`src/rtl/fb_swap_scheduler.sv`:
```
// fb_swap_scheduler: queues CPU pixel writes into the back framebuffer, yielding to scan-out,
// and swaps front/back buffers on the first vblank rising edge after a requested swap has drained.
module fb_swap_scheduler #(
    parameter int FIFO_DEPTH = 4,
    parameter int FB_SIZE    = 4800,
    parameter int ADDR_W     = 13
) (
    input  logic              CLK_SYS,
    input  logic              RST,
    input  logic              WR_VALID,
    input  logic [ADDR_W-1:0] WR_ADDR,
    input  logic [2:0]        WR_DATA,
    input  logic              WR_SWAP,
    output logic              WR_READY,
    input  logic              SCAN_REQ,
    input  logic              VBLANK,
    output logic              FB_WE,
    output logic [ADDR_W-1:0] FB_ADDR,
    output logic [2:0]        FB_DATA,
    output logic              WRITE_SEL,
    output logic              DISPLAY_SEL,
    output logic              SWAP_PENDING,
    output logic [7:0]        DROP_COUNT
);
    localparam int PW = $clog2(FIFO_DEPTH);

    typedef enum logic [1:0] {IDLE, DRAIN, WAIT_VBLANK, SWAP} state_t;

    state_t            r_state, w_next;
    logic [ADDR_W-1:0] r_mem_addr [FIFO_DEPTH];
    logic [2:0]        r_mem_data [FIFO_DEPTH];
    logic [PW-1:0]     r_rd_ptr, r_wr_ptr;
    logic [PW:0]       r_count;
    logic              r_vblank_d, r_write_sel;
    logic [7:0]        r_drop;
    logic              w_acc, w_push, w_pop;

    assign WR_READY     = (r_state == IDLE) && (r_count != (PW+1)'(FIFO_DEPTH));
    assign w_acc        = WR_VALID && WR_READY;
    assign w_push       = w_acc && (WR_ADDR < ADDR_W'(FB_SIZE));
    assign w_pop        = (r_count != '0) && !SCAN_REQ;
    assign WRITE_SEL    = r_write_sel;
    assign DISPLAY_SEL  = ~r_write_sel;
    assign SWAP_PENDING = r_state != IDLE;
    assign DROP_COUNT   = r_drop;

    always_ff @(posedge CLK_SYS) begin
        if (w_push) begin
            r_mem_addr[r_wr_ptr] <= WR_ADDR;
            r_mem_data[r_wr_ptr] <= WR_DATA;
        end
    end

    always_ff @(posedge CLK_SYS) begin
        if (RST) begin
            r_rd_ptr    <= '0;
            r_wr_ptr    <= '0;
            r_count     <= '0;
            r_state     <= IDLE;
            r_vblank_d  <= 1'b0;
            r_write_sel <= 1'b0;
            r_drop      <= '0;
            FB_WE       <= 1'b0;
            FB_ADDR     <= '0;
            FB_DATA     <= '0;
        end else begin
            r_state    <= w_next;
            r_vblank_d <= VBLANK;
            r_count    <= r_count + (PW+1)'(w_push) - (PW+1)'(w_pop);
            FB_WE      <= w_pop;
            if (w_push) r_wr_ptr <= r_wr_ptr + 1'b1;
            if (w_pop) begin
                r_rd_ptr <= r_rd_ptr + 1'b1;
                FB_ADDR  <= r_mem_addr[r_rd_ptr];
                FB_DATA  <= r_mem_data[r_rd_ptr];
            end
            if (w_acc && !w_push && r_drop != 8'hFF) r_drop <= r_drop + 1'b1;
            if (r_state == SWAP) r_write_sel <= ~r_write_sel;
        end
    end

    // Drain also waits for the last registered strobe so the swap never races a pending write.
    always_comb begin
        w_next = r_state;
        case (r_state)
            IDLE:        w_next = (w_acc && WR_SWAP) ? DRAIN : IDLE;
            DRAIN:       w_next = (r_count == '0 && !FB_WE) ? WAIT_VBLANK : DRAIN;
            WAIT_VBLANK: w_next = (VBLANK && !r_vblank_d) ? SWAP : WAIT_VBLANK;
            SWAP:        w_next = IDLE;
            default:     w_next = IDLE;
        endcase
    end
endmodule

```
`config.mk`:
```
export PLATFORM = sky130hd
export DESIGN_NAME = fb_swap_scheduler
export DESIGN_NICKNAME = d
export VERILOG_FILES = /design/src/rtl/fb_swap_scheduler.sv
export SDC_FILE = /design/constraint.sdc
export NUM_CORES = 1
export LEC_CHECK = 0
export ABC_AREA = 1
export CORE_UTILIZATION = 50
export CTS_BUF_LIST = sky130_fd_sc_hd__clkbuf_16
export CTS_CLUSTER_DIAMETER = 50
export DETAILED_ROUTE_END_ITERATION = 10
export GPL_ROUTABILITY_DRIVEN = 0
export PLACE_DENSITY = 0.81
export SETUP_SLACK_MARGIN = 0.02
export SLEW_MARGIN = 30
export SYNTH_ARGS = -nofsm -noshare
export SYNTH_HDL_FRONTEND = slang
export SYNTH_SLANG_ARGS = --single-unit
export TNS_END_PERCENT = 5
```
`constraint.sdc`:
```
create_clock -name CLK_SYS -period 3.1 [get_ports CLK_SYS]
set_input_delay 0.93 -clock CLK_SYS [delete_from_list [all_inputs] [get_ports CLK_SYS]]
set_output_delay 0.93 -clock CLK_SYS [all_outputs]
set_load 0.005 [all_outputs]
```
==> reports/qor.csv <==
stage;metric;value;unit
sta;rsz0062_at_grt;no;
yosys;synth_top_area_share;46.9;%
finish;n_antenna_cell;0;
clock_network;clk_latency;340;ps
finish;stdcell_area;5100;µm²
yosys;yosysTopAreaCell;edfxtp_1;
yosys;synthFlopType;edfxtp_1;
finish;multi_input_area;1240;µm²
sta;period_needed;2910;ps
detailed_routing;final_antenna_net_count;0;
detailed_routing;routed_wl;8200;µm
detailed_routing;wl_per_cell;14.7;µm
clock_network;cts_max_level;3;
setup_path;slowest_stage;clkdlybuf4s50_1;
finish;syn2layout_area_growth;24.5;%
global_routing;use_met2;34.0;%
yosys;ys_ff_latch;100;
floorplanning;die-area;8560;µm²
clock_network;clk_path_buf_depth;2;
setup_path;worstPathRequired;3370;ps
finish;regArea;2640;µm²
pwr;p_per_area;749;nW/µm²
setup_path;max_stage_delay;450;ps
setup_path;critPathBufInv;5;
floorplanning;initial_core_util;52.2;%
run;cap_violations;0;
global_routing;grt_pass1_vias;2795;
clock_network;post-cts-setup-buffer-count;0;
sta;min_period_over_period;93.7;%
sta;max_freq;0.344;GHz
yosys;async_flop_share;0;%
worst_hold_path;min-delay-start;WRITE_SEL$_SDFFE_PP0N_;
yosys;yosysMostFrequentCell;nor2_1;
place;placed_area;4780;µm²
sta;final_max_slew_viol_count;0;
setup_path;r2r-start;r_count[1]$_SDFF_PP0_;
detailed_routing;drc;0;
pwr;leakage;1.85;nW
sta;timing_hold_violations_final;0;
setup_path;critPathMaxFanout;3;
setup_path;end_kind;flip-flop;
floorplanning;die_h;92.5;µm
global_routing;antenna_found_initial;0;
setup_path;crit_start;WR_ADDR[12];
detailed_routing;dr.pass1.iters;5;
global_routing;grtUsageMet1;25.1;%
yosys;synth_top_cells_by_area;edfxtp_1 47%, dfxtp_1 18%, nor2_1 7.3%;
global_routing;groute.usage.overall;20.2;%
worst_hold_path;hold_path_class;flip-flop to flip-flop;
pwr;peakVddDrop;0.000415;V
place;portBuffers;50;
yosys;synthTopCellsByCount;80 x nor2_1, 64 x edfxtp_1, 40 x o21ai_0;
yosys;ys_seq_area_share;64.5;%
finish;drive_gt1_share;10.9;%
yosys;synth_edf_count;64;
yosys;synth_nets;421;
detailed_routing;first_iter_violations;157;
sta;finalSetupViolCount;0;
yosys;netlist_instances;391;
sta;worst_pin_slew;513;ps
finish;final_nets;482;
clock_network;ctsHoldBuffers;0;
global_routing;grt_max_degree;36;
clock_network;cts_inserted_buffers;9;
yosys;yosysUniqueCellTypes;30;
global_routing;grt.overflow.total;0;
clock_network;ctsResizeCount;0;
setup_path;path_class;primary input to flip-flop;
sta;slew_headroom;65.8;%
finish;fillers;627;
setup_path;crit_chain;clkdlybuf4s50_1 -> nand2_1 -> clkinv_1 -> nand2_1 -> nand2_2 -> nor2_4 -> inv_2 -> ha_1 -> inv_1 -> ha_1 -> inv_1 -> fa_1 -> xnor2_2 -> o21ai_0 -> a21oi_1;
clock_network;cts.sinks;100;
yosys;synthesis.area;4100;µm²
detailed_routing;via_per_inst;5.32;
finish;fin_util;65.0;%
setup_path;cp.arrival;3170;ps
floorplanning;pin_count;51;
global_routing;grt_pass1_wl;13200;µm
setup_path;critPathLaunchType;primary input;
sta;finClkSkew;6.55;ps
global_routing;grt_most_used_layer;met2;
setup_path;crit_family;adder cells;
yosys;syn_area_per_cell;10.5;µm²
detailed_routing;via_count;2973;
global_routing;met3_usage;5.17;%
yosys;ys_warn_count;0;
floorplanning;row_count;32;
floorplanning;coreArea;7850;µm²
clock_network;cts_tree;yes;
place;hpwl;4980;µm
sta;fin_tns_setup;0;ps
floorplanning;die_x;92.5;µm
clock_network;clk_pin_slew;70;ps
clock_network;root_buffer;clkbuf_16;
status;status;finished, final reports clean;
## area by class of cell
cell class / count / area share [%]
Inverter: 32 / 2.35
Clock inverter: 7 / 1.64
Clock buffer: 9 / 4.42
Sequential cell: 100 / 51.8
Tap cell: 102 / 2.50
Multi-Input combinational cell: 241 / 24.3
Timing Repair Buffer: 68 / 13.0
## logic make-up after synthesis
group | share of synthesized area, %
simple gates | 15.6
flops | 64.5
compound gates | 11.3
buf+inv | 5.62
fa+ha+maj | 2.63
xor+xnor | 0.427
## through the flow
stage,power [mW],hold slack [ps],setup WS [ps],instances
2_1_floorplan,2.32,473,381,391
3_3_place_gp,2.65,474,-107,543
3_5_place_dp,2.70,488,-218,543
4_1_cts,3.83,498,131,559
5_1_grt,4.02,544,8.97,559
6_report,3.82,495,195,559
## registers in the layout (all words and copies together) (netlist names), named ones only
register,count
r_mem_addr,52
FB_ADDR,13
r_mem_data,12
DROP_COUNT,8
FB_DATA,3
r_count,3
r_rd_ptr,2
r_wr_ptr,2
FB_WE,1
WRITE_SEL,1
r_state,1
r_vblank_d,1
## power by group
part,total [mW],internal (mW),switching (mW),leakage (nW)
Clock,1.13,0.637,0.494,0.147
Combinational,1.00,0.446,0.558,0.824
Sequential,1.69,1.59,0.0966,0.875
## cell usage in the layout (no fill, tap or decap), drive strengths merged
cell type	n
nor2	85
edfxtp	64
o21ai	55
clkdlybuf4s50	49
nand2	40
dfxtp	36
inv	33
buf	18
a31oi	17
a21oi	14
nand3	11
clkbuf	9
ha	7
nand4	5
clkinv	4
nand3b	3
nor3	1
xor2	1
xnor2	1
fa	1
bufinv	1
clkinvlp	1
dlymetal6s2s	1
## worst register-to-register path: stages, from the launching register on
cell and delay (ps):
dfxtp_1 480, nor2_4 90, nand2_2 90, nand3_2 100, nor2_4 110, inv_2 40, ha_1 280, inv_1 50
ha_1 130, inv_1 40, fa_1 410, xnor2_2 200, o21ai_0 90, a21oi_1 130
## metal layers
metal / vias up / share of wire [%]
met4: 0 / 1.1
met1: 1385 / 42
met5: - / 0
met3: 15 / 7.3
met2: 112 / 50
li1: 1461 / -
## worst paths after layout
path,to,slack [ps],cells after the start
worst max register to register,r_count[2]$_SDFF_PP0_,780,13
worst min-delay path,WRITE_SEL$_SDFFE_PP0N_,490,2
worst min register to register,WRITE_SEL$_SDFFE_PP0N_,490,2
worst max-delay path,r_count[2]$_SDFF_PP0_,190,15
No activity file was read; power rests on OpenSTA's default activity.
==> edit, RTL diff (config.mk and constraints unchanged) <==
The 4 states of `state_t` get a Gray code encoding in 2 bits.
--- a/src/rtl/fb_swap_scheduler.sv
+++ b/src/rtl/fb_swap_scheduler.sv
@@ -25,5 +25,5 @@
     localparam int PW = $clog2(FIFO_DEPTH);
 
-    typedef enum logic [1:0] {IDLE, DRAIN, WAIT_VBLANK, SWAP} state_t;
+    typedef enum logic [1:0] {IDLE = 2'b00, DRAIN = 2'b01, WAIT_VBLANK = 2'b11, SWAP = 2'b10} state_t;
 
     state_t            r_state, w_next;
Formal check against the unedited RTL: no difference found for any inputs over 4 cycles, from zero or initial values and one cycle with RST high; so few cycles prove little.
==> edit against the original RTL <==
Routed wire length is 5.4% higher; cell area down 1.0%; largest power group unchanged; die area decreased by 1.4%; worst hold slack better by 0.015 ns; highest routed layer unchanged; critical endpoint unchanged; count of clock-buffer cells in the layout unchanged; sequential cell count did not move; final cell count shrank 0.89%; total power is 6.2% lower; worst setup slack got worse by 0.00076 ns; non-clock buffer count decreased by 2; area after synthesis is 1.4% lower; maximum frequency is essentially flat.
==> edit: results (changes against the original RTL) <==
.. list-table::
   :header-rows: 1

   * - Metric
     - Value
   * - FF/Latch Area
     - 2640 um^2 (unchanged)
   * - Final Hold Vio Count
     - 0 (unchanged)
   * - Cell leakage power
     - 1.85 nW (+0.25%)
   * - Buffers outside the clock class
     - 66 (-2.9%)
   * - Global-route wire length before repair
     - 14.0 mm (+6.3%)
   * - Number of non-clock inverters
     - 31 (-3.1%)
   * - Final antenna diode count
     - 0 (unchanged)
   * - DP Worst Slack
     - -0.255 ns (-0.0369 ns)
   * - Top delay family on crit path
     - adder cells
   * - Number of storage elements in the synthesis netlist
     - 100 (unchanged)
   * - Layout multi-input combinational cell count
     - 239 (-0.83%)
   * - Count of synthesis-stage warnings from yosys
     - 0 (unchanged)
   * - Clock distribution area overhead in the final layout
     - 0.0562 (-0.00434)
   * - Number of enable-type register cells in the synthesized netlist
     - 64 (unchanged)
   * - Largest incremental delay on the critical path
     - 0.47 ns (+0.02 ns)
   * - Critical path fanouts, max
     - 5 (+2)
   * - Arrival time at the worst endpoint
     - 3.14 ns (-0.03 ns)
   * - Placed Area
     - 4750 um^2 (-0.60%)
   * - Synthesized Nets
     - 416 (-1.2%)
   * - Worst Clk Skew
     - 0.00809 ns (+0.00154 ns)
   * - Violation count after the first detailed-routing iteration
     - 218 (+39%)
   * - Post-CTS Hold Buffers
     - 0 (unchanged)
   * - Insertion delay of the later-clocked pin in the worst-skew pair
     - 0.34 ns (about the same)
   * - Via count of the first global-routing pass
     - 2,853 (+2.1%)
   * - Top cell types by occurrence after synthesis
     - nor2_1 (82), edfxtp_1 (64), o21ai_0 (55)
   * - Share of final-layout standard cells stronger than drive strength 1
     - 0.0973 (-0.0121)
   * - Maximum number of buffers from clock root to sink
     - 2 (unchanged)
   * - Port-buffer cells
     - 50 (unchanged)
   * - # clk buffers
     - 9 (unchanged)
   * - Layout non-clock buf frac
     - 0.132 (+0.00182)
   * - All-layer global routing usage
     - 0.221 (+0.0187)
   * - Result of the run
     - finished clean
   * - Critical-path cell with the highest stage delay
     - clkdlybuf4s50_1
   * - Count of H-tree levels built during CTS
     - 3 (unchanged)
   * - Registers with the highest flip-flop counts
     - r_mem_addr (52), FB_ADDR (13), r_mem_data (12)
   * - Largest cells by area after synthesis
     - edfxtp_1 (48%), dfxtp_1 (18%), nor2_1 (7.6%)
   * - Max-slew headroom at the worst pin
     - 0.428 (-0.229)
   * - HPWL after detailed placement
     - 5.44 mm (+9.1%)
   * - Final net count
     - 477 (-1.0%)
   * - Fill cells
     - 603 (-3.8%)
   * - IR drop worst, VDD
     - 424 uV (+2.2%)
   * - Largest net degree at the start of global routing
     - 36 (unchanged)
   * - Proportion of synthesized flip-flops having asynchronous set or reset
     - 0 (unchanged)
   * - Netlist cell types
     - 27 (-10%)
   * - Multi-input gate area in the final layout
     - 1210 um^2 (-2.0%)
   * - Core area
     - 7770 um^2 (-1.0%)
   * - Wire per inst
     - 15.6 um (+6.4%)
   * - Part of the Yosys area used for sequential elements
     - 0.654 (+0.00938)
   * - Via density
     - 5.40 (+1.5%)
edit: cell types whose count changed after synthesis, sizes merged:
cell,delta
a21oi,+1
inv,-1
nor2,-1
o22ai,+16
nand3,+1
clkbuf,-1
nand2,-2
buf,-1
a31oi,-17
edit: power by group:
group / internal, mW / switching, mW
Combinational: 0.390 / 0.498
Sequential: 1.57 / 0.0751
Clock: 0.555 / 0.492
Total: 2.52 / 1.06
edit: cells by family after synthesis:
kind of cell    Yosys count  share of synthesized area
simple gates            143                      0.153
flops                   100                      0.654
compound gates           86                      0.114
buf+inv                  47                     0.0480
fa+ha+maj                 8                     0.0266
xor+xnor                  2                    0.00434
edit: worst paths after layout:
check,start,endpoint,slack [ns],cells past startpoint
worst min register to register,r_state[0]$_SDFF_PP0_,r_state[1]$_SDFF_PP0_,0.51,2
worst max register to register,r_rd_ptr[0]$_SDFFE_PP0P_,FB_ADDR[8]$_SDFFE_PP0P_,0.75,6
worst min-delay path,r_state[0]$_SDFF_PP0_,r_state[1]$_SDFF_PP0_,0.51,2
worst max-delay path,WR_ADDR[10],r_count[2]$_SDFF_PP0_,0.19,13
edit: what timing repair did:
item,4_1_cts,5_1_grt
gates resized for setup,0,6
setup endpoints to repair,0,1
setup buffers,0,0
edit: through the flow:
step,instances,util
2_1_floorplan,386,-
3_5_place_dp,538,0.611
6_report,554,0.650
4_1_cts,554,0.648
5_1_grt,554,0.650
3_3_place_gp,538,0.611
edit: per-layer routing:
metal,wire (um),global-route usage
met2,4300,0.354
met1,3600,0.290
met4,155,0.0990
met5,0,0
met3,583,0.0464
